==> config.mk <==
export PLATFORM = sky130hd
export DESIGN_NAME = jk_reg_arbiter
export DESIGN_NICKNAME = d
export VERILOG_FILES = /design/src/rtl/jk_reg_arbiter.sv
export SDC_FILE = /design/constraint.sdc
export NUM_CORES = 1
export LEC_CHECK = 0
export CORE_AREA = 2 2 74 76
export DETAILED_ROUTE_END_ITERATION = 8
export DIE_AREA = 0 0 76 78
export GPL_ROUTABILITY_DRIVEN = 0
export PLACE_DENSITY_LB_ADDON = 0.12
export SYNTH_ARGS = -nofsm -noshare
export SYNTH_HDL_FRONTEND = slang
export SYNTH_SLANG_ARGS = --single-unit
==> constraint.sdc <==
create_clock -name clk -period 2.9 [get_ports clk]
set_clock_uncertainty 0.05 [all_clocks]
set_input_delay 0.435 -clock clk [delete_from_list [all_inputs] [get_ports clk]]
set_output_delay 0.435 -clock clk [all_outputs]
set_load 0.005 [all_outputs]
==> src/rtl/jk_reg_arbiter.sv <==
`default_nettype none
// ============================================================================
//  Module   : jk_reg_arbiter
//  Purpose  : Shares one WIDTH-bit JK register bank between N_REQ requesters.
//             A round-robin arbiter accepts at most one J/K command per cycle
//             through a valid/ready handshake. A requester may lock the bank
//             across several operations. The lock is released after LOCK_MAX
//             idle cycles; LOCK_MAX = 0 means the lock never times out.
//  Ports    : clk          rising-edge clock
//             rst_i        synchronous active-high reset
//             req_valid_i  per-requester command valid            [N_REQ]
//             req_j_i      J vectors, requester r at [r*WIDTH +: WIDTH]
//             req_k_i      K vectors, same packing
//             req_lock_i   keep ownership after this op           [N_REQ]
//             req_ready_o  one-hot-or-zero accept (combinational)
//             q_o          register bank contents
//             grant_id_o   id of the last accepted requester
//             upd_o        one-cycle pulse, the cycle after an accept
//             busy_o       high while the bank is locked
//  Revision : 1.0  initial release
// ============================================================================
module jk_reg_arbiter #(
    parameter int N_REQ    = 4,
    parameter int WIDTH    = 8,
    parameter int LOCK_MAX = 16
) (
    input  logic                       clk,
    input  logic                       rst_i,
    input  logic [N_REQ-1:0]           req_valid_i,
    input  logic [N_REQ*WIDTH-1:0]     req_j_i,
    input  logic [N_REQ*WIDTH-1:0]     req_k_i,
    input  logic [N_REQ-1:0]           req_lock_i,
    output logic [N_REQ-1:0]           req_ready_o,
    output logic [WIDTH-1:0]           q_o,
    output logic [$clog2(N_REQ)-1:0]   grant_id_o,
    output logic                       upd_o,
    output logic                       busy_o
);

    localparam int PTR_W = $clog2(N_REQ);
    // A zero-width counter is not legal, so keep one bit when the timeout is off.
    localparam int CNT_W = (LOCK_MAX > 0) ? $clog2(LOCK_MAX + 1) : 1;
    localparam logic [CNT_W-1:0] C_CNT_LAST = (LOCK_MAX > 0) ? CNT_W'(LOCK_MAX - 1) : '0;
    localparam logic [CNT_W-1:0] C_CNT_SAT  = '1;

    localparam logic [0:0] S_ARB    = 1'b0;
    localparam logic [0:0] S_LOCKED = 1'b1;

    // State and datapath registers
    logic [0:0]       r_state;
    logic [PTR_W-1:0] r_ptr;
    logic [PTR_W-1:0] r_owner;
    logic [CNT_W-1:0] r_cnt;
    logic [WIDTH-1:0] r_q;
    logic [PTR_W-1:0] r_gid;
    logic             r_upd;

    // Next-state values
    logic [0:0]       w_state_nxt;
    logic [PTR_W-1:0] w_ptr_nxt;
    logic [PTR_W-1:0] w_owner_nxt;
    logic [CNT_W-1:0] w_cnt_nxt;

    // Arbitration and accept decode
    logic             w_win_found;
    logic [PTR_W-1:0] w_win_id;
    logic [N_REQ-1:0] w_ready;
    logic             w_acc;
    logic [PTR_W-1:0] w_acc_id;
    logic [WIDTH-1:0] w_sel_j;
    logic [WIDTH-1:0] w_sel_k;
    logic             w_sel_lock;

    // Requester index following v, wrapping at N_REQ (N_REQ need not be a power of two).
    function automatic logic [PTR_W-1:0] f_inc(input logic [PTR_W-1:0] v);
        if (int'(v) >= N_REQ - 1) begin
            return '0;
        end
        return v + 1'b1;
    endfunction

    // Round-robin scan starting at r_ptr; the first valid requester wins.
    always_comb begin : p_winner
        int w_idx;
        w_win_found = 1'b0;
        w_win_id    = '0;
        w_idx       = 0;
        for (int i = 0; i < N_REQ; i++) begin
            w_idx = int'(r_ptr) + i;
            if (w_idx >= N_REQ) begin
                w_idx = w_idx - N_REQ;
            end
            if (!w_win_found && req_valid_i[w_idx]) begin
                w_win_found = 1'b1;
                w_win_id    = PTR_W'(w_idx);
            end
        end
    end

    // Output process: ready decode. Forced low during reset so nothing
    // can handshake in a cycle whose accept would be discarded.
    always_comb begin : p_ready
        w_ready = '0;
        if (!rst_i) begin
            if (r_state == S_ARB) begin
                if (w_win_found) begin
                    w_ready[w_win_id] = 1'b1;
                end
            end else begin
                w_ready[r_owner] = req_valid_i[r_owner];
            end
        end
    end

    assign w_acc      = |(req_valid_i & w_ready);
    assign w_acc_id   = (r_state == S_ARB) ? w_win_id : r_owner;
    assign w_sel_j    = req_j_i[int'(w_acc_id) * WIDTH +: WIDTH];
    assign w_sel_k    = req_k_i[int'(w_acc_id) * WIDTH +: WIDTH];
    assign w_sel_lock = req_lock_i[w_acc_id];

    // Next-state process
    always_comb begin : p_next
        w_state_nxt = r_state;
        w_ptr_nxt   = r_ptr;
        w_owner_nxt = r_owner;
        w_cnt_nxt   = r_cnt;
        case (r_state)
            S_ARB: begin
                if (w_acc) begin
                    w_ptr_nxt = f_inc(w_acc_id);
                    if (w_sel_lock) begin
                        w_state_nxt = S_LOCKED;
                        w_owner_nxt = w_acc_id;
                        w_cnt_nxt   = '0;
                    end
                end
            end
            S_LOCKED: begin
                // An owner accept always wins over a timeout in the same cycle.
                if (w_acc) begin
                    if (w_sel_lock) begin
                        w_cnt_nxt = '0;
                    end else begin
                        w_state_nxt = S_ARB;
                        w_ptr_nxt   = f_inc(r_owner);
                    end
                end else if ((LOCK_MAX > 0) && (r_cnt == C_CNT_LAST)) begin
                    w_state_nxt = S_ARB;
                    w_ptr_nxt   = f_inc(r_owner);
                    w_cnt_nxt   = '0;
                end else if (r_cnt != C_CNT_SAT) begin
                    // Saturate rather than wrap when the timeout is disabled.
                    w_cnt_nxt = r_cnt + 1'b1;
                end
            end
            default: begin
                w_state_nxt = S_ARB;
            end
        endcase
    end

    // State register process, including the JK bank update.
    always_ff @(posedge clk) begin : p_regs
        if (rst_i) begin
            r_state <= S_ARB;
            r_ptr   <= '0;
            r_owner <= '0;
            r_cnt   <= '0;
            r_q     <= '0;
            r_gid   <= '0;
            r_upd   <= 1'b0;
        end else begin
            r_state <= w_state_nxt;
            r_ptr   <= w_ptr_nxt;
            r_owner <= w_owner_nxt;
            r_cnt   <= w_cnt_nxt;
            r_upd   <= w_acc;
            if (w_acc) begin
                // Per-bit JK: set, clear, toggle or hold.
                r_q   <= (w_sel_j & ~r_q) | (~w_sel_k & r_q);
                r_gid <= w_acc_id;
            end
        end
    end

    assign req_ready_o = w_ready;
    assign q_o         = r_q;
    assign grant_id_o  = r_gid;
    assign upd_o       = r_upd;
    assign busy_o      = (r_state == S_LOCKED);

endmodule
`default_nettype wire

# Word-level counts from Yosys, hierarchy flattened
# Cells that the tools add are included.
# Widths: inputs -> output; s select.
# totals
regBits	21
input_bits	74
out_inout_bits	16
elab_cells	127
# op_classes
addsub	10
magnitude_cmp	15
eq_ne	6
shifts	2
n_mux	67
bitwise	8
reduce_logical	12
# op_table
op	n
$lt 32x4->1 const B	4
$mux 32	4
$shiftx 32x6->8	2
$mux 1	30
$mux 2	14
$mux 5	5
$and 8x8->8	2
$not 8->8	2
$bmux 1 s2	6
$mux 4	3
$sub 3x3->4 const B	3
$pmux 5 s2	1
$ge 3x3->1 const B	3
$lt 2x3->1 const B	3
$and 4x4->4	2
$or 8x8->8	1
$add 2x2->3 const B	2
$reduce_and 3->1	2
$add 5x1->5 const B	1
$eq 5x4->1 const B	1
$logic_and 1x1->1	5
$ne 5x5->1 const B	1
$add 2x1->2 const B	2
$demux 1 s2	2
15 further kinds	19

# Depth between registers and ports, before layout
# depth
depth_word	30
mapped_depth	10
ltp_nobuf	9

# Worst setup path after synthesis
# Ideal clock, no wire load.
# synth_path
kind	in2reg
startpoint	input port req_valid_i[0]
endpoint	register r_q[0] (netlist: q_o[0])
setup_time_ns	0.088
arrival_time_ns	2.069
required_ns	2.762
path_slack_ns	0.692
cell_stages	7
path_buffers	2
path_cell_list	buf_2 nand2_1 a221oi_1 o31a_1 buf_2 mux2_2 o32ai_2
# synth_between
elab_chain_len	22
word_cells_on_any_way	46
cone_classes	order compare: 2; shift: 2; mux: 28; bitwise: 6; reduce/logical: 8
# synth_lines
element	line	source
start: declaration	29	input logic [N_REQ-1:0] req_valid_i,
$bmux 1 s2	93	if (!w_win_found && req_valid_i[w_idx]) begin
$mux 1 (not written as such) (2 in a row)	93	
$mux 1	93	
$logic_not 1->1	93	
$logic_and 1x1->1	93	
$mux 1	93	
$logic_not 1->1	93	
$logic_and 1x1->1	93	
[5 not listed]	-	
$logic_and 1x1->1 (not written as such)	107	w_ready[w_win_id] = 1'b1;
$mux 1 (not written as such)	107	
$demux 1 s2	107	
$mux 4	106	if (w_win_found) begin
$mux 4	105	if (r_state == S_ARB) begin
$mux 4	104	if (!rst_i) begin
$and 4x4->4	115	assign w_acc = |(req_valid_i & w_ready);
$reduce_or 4->1	115	
end signal: assignment	180	r_q <= (w_sel_j & ~r_q) | (~w_sel_k & r_q);
end: declaration	54	logic [WIDTH-1:0] r_q;
# Several ways; a longest one is shown, not always the timed one. The select of a mux whose other input is x is not followed.
# A chain may end at the register's enable or synchronous reset.

# Worst setup path after layout
# layout_path
startpoint	input port req_valid_i[3]
endpoint	output port req_ready_o[3]
# layout_between
elab_chain_len	20
word_cells_on_any_way	37
cone_classes	order compare: 2; mux: 27; bitwise: 1; reduce/logical: 7
# layout_lines
element	line	source
$bmux 1 s2	93	
$mux 1 (not written as such) (2 in a row)	93	
$mux 1	93	
$logic_not 1->1	93	
$logic_and 1x1->1	93	
$mux 1	93	
$logic_not 1->1	93	
$logic_and 1x1->1	93	
[3 not listed]	-	
$mux 2	93	
$lt 2x3->1 (not written as such) / $ge 2x1->1 (equally long branches)	107	
$logic_and 1x1->1 (not written as such)	107	
$mux 1 (not written as such)	107	
$demux 1 s2	107	
$mux 4	106	
$mux 4 (*)	105	
$mux 4 (*)	104	
end: declaration	33	output logic [N_REQ-1:0] req_ready_o,
# Mark *: on every way between the ends. The rest lies on a longest branch, timed or not. The select of a mux whose other input is x is not followed.

==> run summary <==
The total clock buffers created by CTS was 3. Summed over all instances, the cell type with the most area after synthesis is sky130_fd_sc_hd__dfxtp_1. Dividing the detail-routed via count by the number of cells gives 5.511. Clock-pin slew reported for the worst setup and hold paths after clock tree synthesis: 0.08 ns. The startpoint identified for the worst register-to-register timing path is r_ptr[1]$_SDFFE_PP0P_. The worst setup path is launched from an input pin. The number of buffers and inverters on the critical path works out to 2. The leakage power total was 1.403 nW; the number of nets in the final layout was 425. The count of mapped cells out of synthesis was 248; the maximum number of pins on one net before global-route repair was 27.

The worst hold path belongs to the class register to register. For this block, the routed nets add up to 6322 um of wire. 90 I/O pins were placed. The highest clock rate is 0.3572 GHz, and the share of synthesized cell area in full adder, half adder and majority cells is 0.02957. For this design the total switching power over the nets is 640.4 uW. Kind of critical path: input pin to output pin.

The synthesized cell area is 2116 sq um. The deepest level of the CTS H-tree was 1; the final global-route overflow total was 0. The delay contributed by the slowest stage of the critical path is 0.58 ns.

TritonCTS built the clock tree. The number of antenna diodes in the final layout is 0. Max-cap violations in this run came to 0. For this design, the sink count on the clock tree is 21. The floorplan has 26 rows. The flow ran to the end, and the final reports show no timing, DRC or antenna violations. After synthesis, the mean cell area works out to 8.531 sq um. The post-layout instance area was 3267 sq um; the xor/xnor share of the synthesized area was 0.

The first global-routing pass estimated 10310 um of wire. The run gives 0.618 as the fraction of power consumed by combinational cells. The length of the first detailed-routing pass in iterations was 4.

The run gives 0.1987 as the sequential cell area fraction in the yosys report. Antenna violation net count after detailed routing: 0. The reg-to-reg endpoint is q_o[7]$_SDFFE_PP0P_.

The clock insertion delay at the later pin of the skew report was 0.26 ns; the number of hold-repair buffers added at the cts stage was 0. The worst hold path passes through 2 cells. The die is 76 um wide. The most used flip-flop cell after synthesis is sky130_fd_sc_hd__dfxtp_1. The die is 78 um tall. The tools report the kind of capture point of the worst setup path as an output pin. After layout, the design draws a total of 1.664 mW. Detailed routing placed a total of 2848 um of wire on met2. The worst register-to-register path has a depth of 8. The cell with the largest stage delay on the worst path is sky130_fd_sc_hd__mux4_2. For the initial antenna violation count, the log shows 0. The run gives 0 as the number of endpoints with negative hold slack in the final report. The data required time at the worst endpoint was 2.41 ns; the total die area was 5928 sq um.

At the pin with the least slew margin, the transition time is 0.4928 ns. The area fraction in compound gates after synthesis came out at 0.3418. The growth of design area from synthesis to finish is 54.41%, and the filler cell count in the final layout is 445. Fraction of synthesis flops using an asynchronous set or reset pin: 0. The total routing usage reported by global routing is 0.2100. For this run, design rule violations remaining after detail routing come to 0. The fraction of power spent switching nets is 0.3848.

The critical path goes through clkdlybuf4s50_1, mux4_2, a32oi_1, nor2_1, clkdlybuf4s50_1. The synthesized flop and latch total works out to 21. Setup repair after global routing left no endpoint under its margin. The detailed router put a total of 3039 um of wire on met1.

For the internal power, the log shows 1.024 mW. Dividing total power by cell area gives a power density of 509.5 nW/um^2. For hold timing, the worst endpoint is r_cnt[4]$_SDFFE_PP0P_. The mux contribution to synthesized area was 0.2300; the share of the cycle needed by the critical path after routing was 0.9654.

Counting flops with a built-in enable in the synthesized netlist gives 0. For the yosys synthesis warning count, the log shows 0. The share of synthesized cell area in and, or, nand and nor gates is 0.1336, and the minimum clock period after layout is 2.800 ns.

The arrival time of the worst setup path came out at 2.31 ns. Yosys attributes the largest share of cell area to sky130_fd_sc_hd__dfxtp_1 20%, sky130_fd_sc_hd__mux2i_1 16%, sky130_fd_sc_hd__o32ai_2 6.2%, sky130_fd_sc_hd__a211oi_1 6.0%, sky130_fd_sc_hd__mux2_2 4.3%. The largest fanout of any net on the critical path came out at 7.

After legalization and detailed placement, the total HPWL measured 4909 um. After synthesis, the largest family of logic cells by area is compound AO/OA/AOI/OAI gates. The worst hold path begins at r_cnt[4]$_SDFFE_PP0P_. The area inside the core boundary was 5042 sq um. The slack of the worst reg-to-reg path was 0.43 ns. The number of max-slew violations in the final report is 0, and the worst slew margin relative to its limit is 0.6680. Counting buffers and inverters, the worst setup path is 5 cells deep. The fraction of power consumed by sequential logic is 0.264, and the initial detailed-routing violation count is 96. Summed over all nets, wire length on met3 after detailed routing comes to 364 um. Ratio of cells with drive above 1 in the final layout: 0.1478. Counting along the longest clock path gives a buffer depth of 2. The tree is rooted in a sky130_fd_sc_hd__clkbuf_8. Detailed routing inserted a total of 2287 vias. The net count after synthesis was 327; the wire length per cell after detailed routing was 15.23 um.

The initial cell density of the core is 0.4196. Setup violations remaining at the end of the flow were counted as 0. The post-place instance area is 3206 sq um, and the number of unique standard cell types used by synthesis is 49. Cell class contributing the biggest share of worst-path delay: buffers and inverters. The via count of the first global-routing pass is 2143. The critical path starts at req_valid_i[3]. The number of buffer cells added on primary ports was 89. The share of the synthesized area in the top cell type is 0.1987, and the peak supply drop is 0.2979 mV. The clock network power share was 0.118. The number of setup buffers added after CTS is 0.

Routed signal wires occupy layers up through met4. The cell that appears most often on the critical path is sky130_fd_sc_hd__clkdlybuf4s50_1.
[worst max path at each step]
stage                                     end  slack [ns]
after floorplan           q_o[0]$_SDFFE_PP0P_        0.69
after global placement         req_ready_o[3]      -0.002
final                          req_ready_o[3]        0.10
after CTS                      req_ready_o[3]        0.04
after detailed placement       req_ready_o[3]       0.006
after global routing           req_ready_o[3]        0.02
[cells in the mapped netlist, drive strengths merged (4+ instances only)]
master,number
a211oi,17
a21oi,8
a31oi,5
buf,11
clkbuf,8
dfxtp,21
ha,5
inv,11
mux2,9
mux2i,34
nand2,16
nand3,5
nor2,15
nor2b,13
nor3,4
o211ai,5
o21ai,12
o22a,8
o32ai,8
[power by group through the flow]
stage	logic (mW)	clock network (mW)	registers [mW]
finish	1.03	0.197	0.439
CTS	1.03	0.204	0.438
global route	1.12	0.216	0.452
detailed placement	1.02	0	0.445
global placement	1.02	0	0.444
floorplan	0.624	0	0.421
[metal layers]
layer  GRT usage  up-vias
met3     0.03837        6
met4     0.04364        0
met1      0.2834     1058
li1            -     1154
met5           0        -
met2      0.3518       69
[timing repair]
item | 4_1_cts | 5_1_grt
endpoints found under the hold margin | 0 | 0
setup endpoints to repair | 1 | 2
resized for setup | 2 | 3
[worst reg2reg max path, cell delays in order (launching register included)]
cell and delay (ns):
sky130_fd_sc_hd__dfxtp_1 0.51, sky130_fd_sc_hd__mux2i_1 0.26, sky130_fd_sc_hd__o221ai_2 0.15, sky130_fd_sc_hd__buf_4 0.16, sky130_fd_sc_hd__mux2_1 0.33, sky130_fd_sc_hd__buf_12 0.19
sky130_fd_sc_hd__mux2i_1 0.15, sky130_fd_sc_hd__a211oi_1 0.41, sky130_fd_sc_hd__o32ai_2 0.14
[cell type report]
cell class | count | area [sq um] | share of cell area
Timing Repair Buffer | 112 | 1105 | 0.3382
Multi-Input combinational cell | 197 | 1567 | 0.4795
Clock buffer | 3 | 41.29 | 0.01264
Inverter | 11 | 41.29 | 0.01264
Clock inverter | 1 | 5.005 | 0.001532
Sequential cell | 21 | 420.4 | 0.1287
Tap cell | 70 | 87.58 | 0.02681
[layout by cell type (no fill, tap or decap), drive strengths merged, types with 2 or more instances in the layout]
master,n
o211a,2
a21oi,8
a311oi,2
o21ai,12
a31oi,5
nor2,15
nand3,5
o211ai,5
buf,23
nand2b,3
clkdlybuf4s50,86
mux2,9
mux2i,34
o22a,8
a211oi,17
nand2,16
o2111ai,2
o2111a,2
a21boi,2
clkbuf,3
inv,11
o32ai,8
nor2b,13
nor3,4
a21o,2
a22oi,2
mux4,2
ha,5
dlymetal6s2s,2
dfxtp,21
[kinds of logic after synthesis]
logic type,after synthesis
simple gates,59
buf+inv,30
compound gates,88
mux,45
fa+ha+maj,5
flops,21
[flip-flops by register name (all words and copies together) (netlist names)]
name and flops:
q_o 8, r_cnt 5, grant_id_o 2, r_owner 2
r_ptr 2, busy_o 1, upd_o 1
[per-stage QoR]
step	setup TNS, ns	setup slack (ns)	hold WS (ns)	utilization	std cells
after floorplan	0	0.6925	0.3834	-	248
after global placement	-0.002142	-0.002142	0.3941	0.6357	411
after detailed placement	0	0.006489	0.3974	0.6357	411
after CTS	0	0.04492	0.4101	0.6459	415
after global routing	0	0.02185	0.4344	0.6479	415
final	0	0.1003	0.4045	0.6479	415
(Power assumes the default switching activity.)
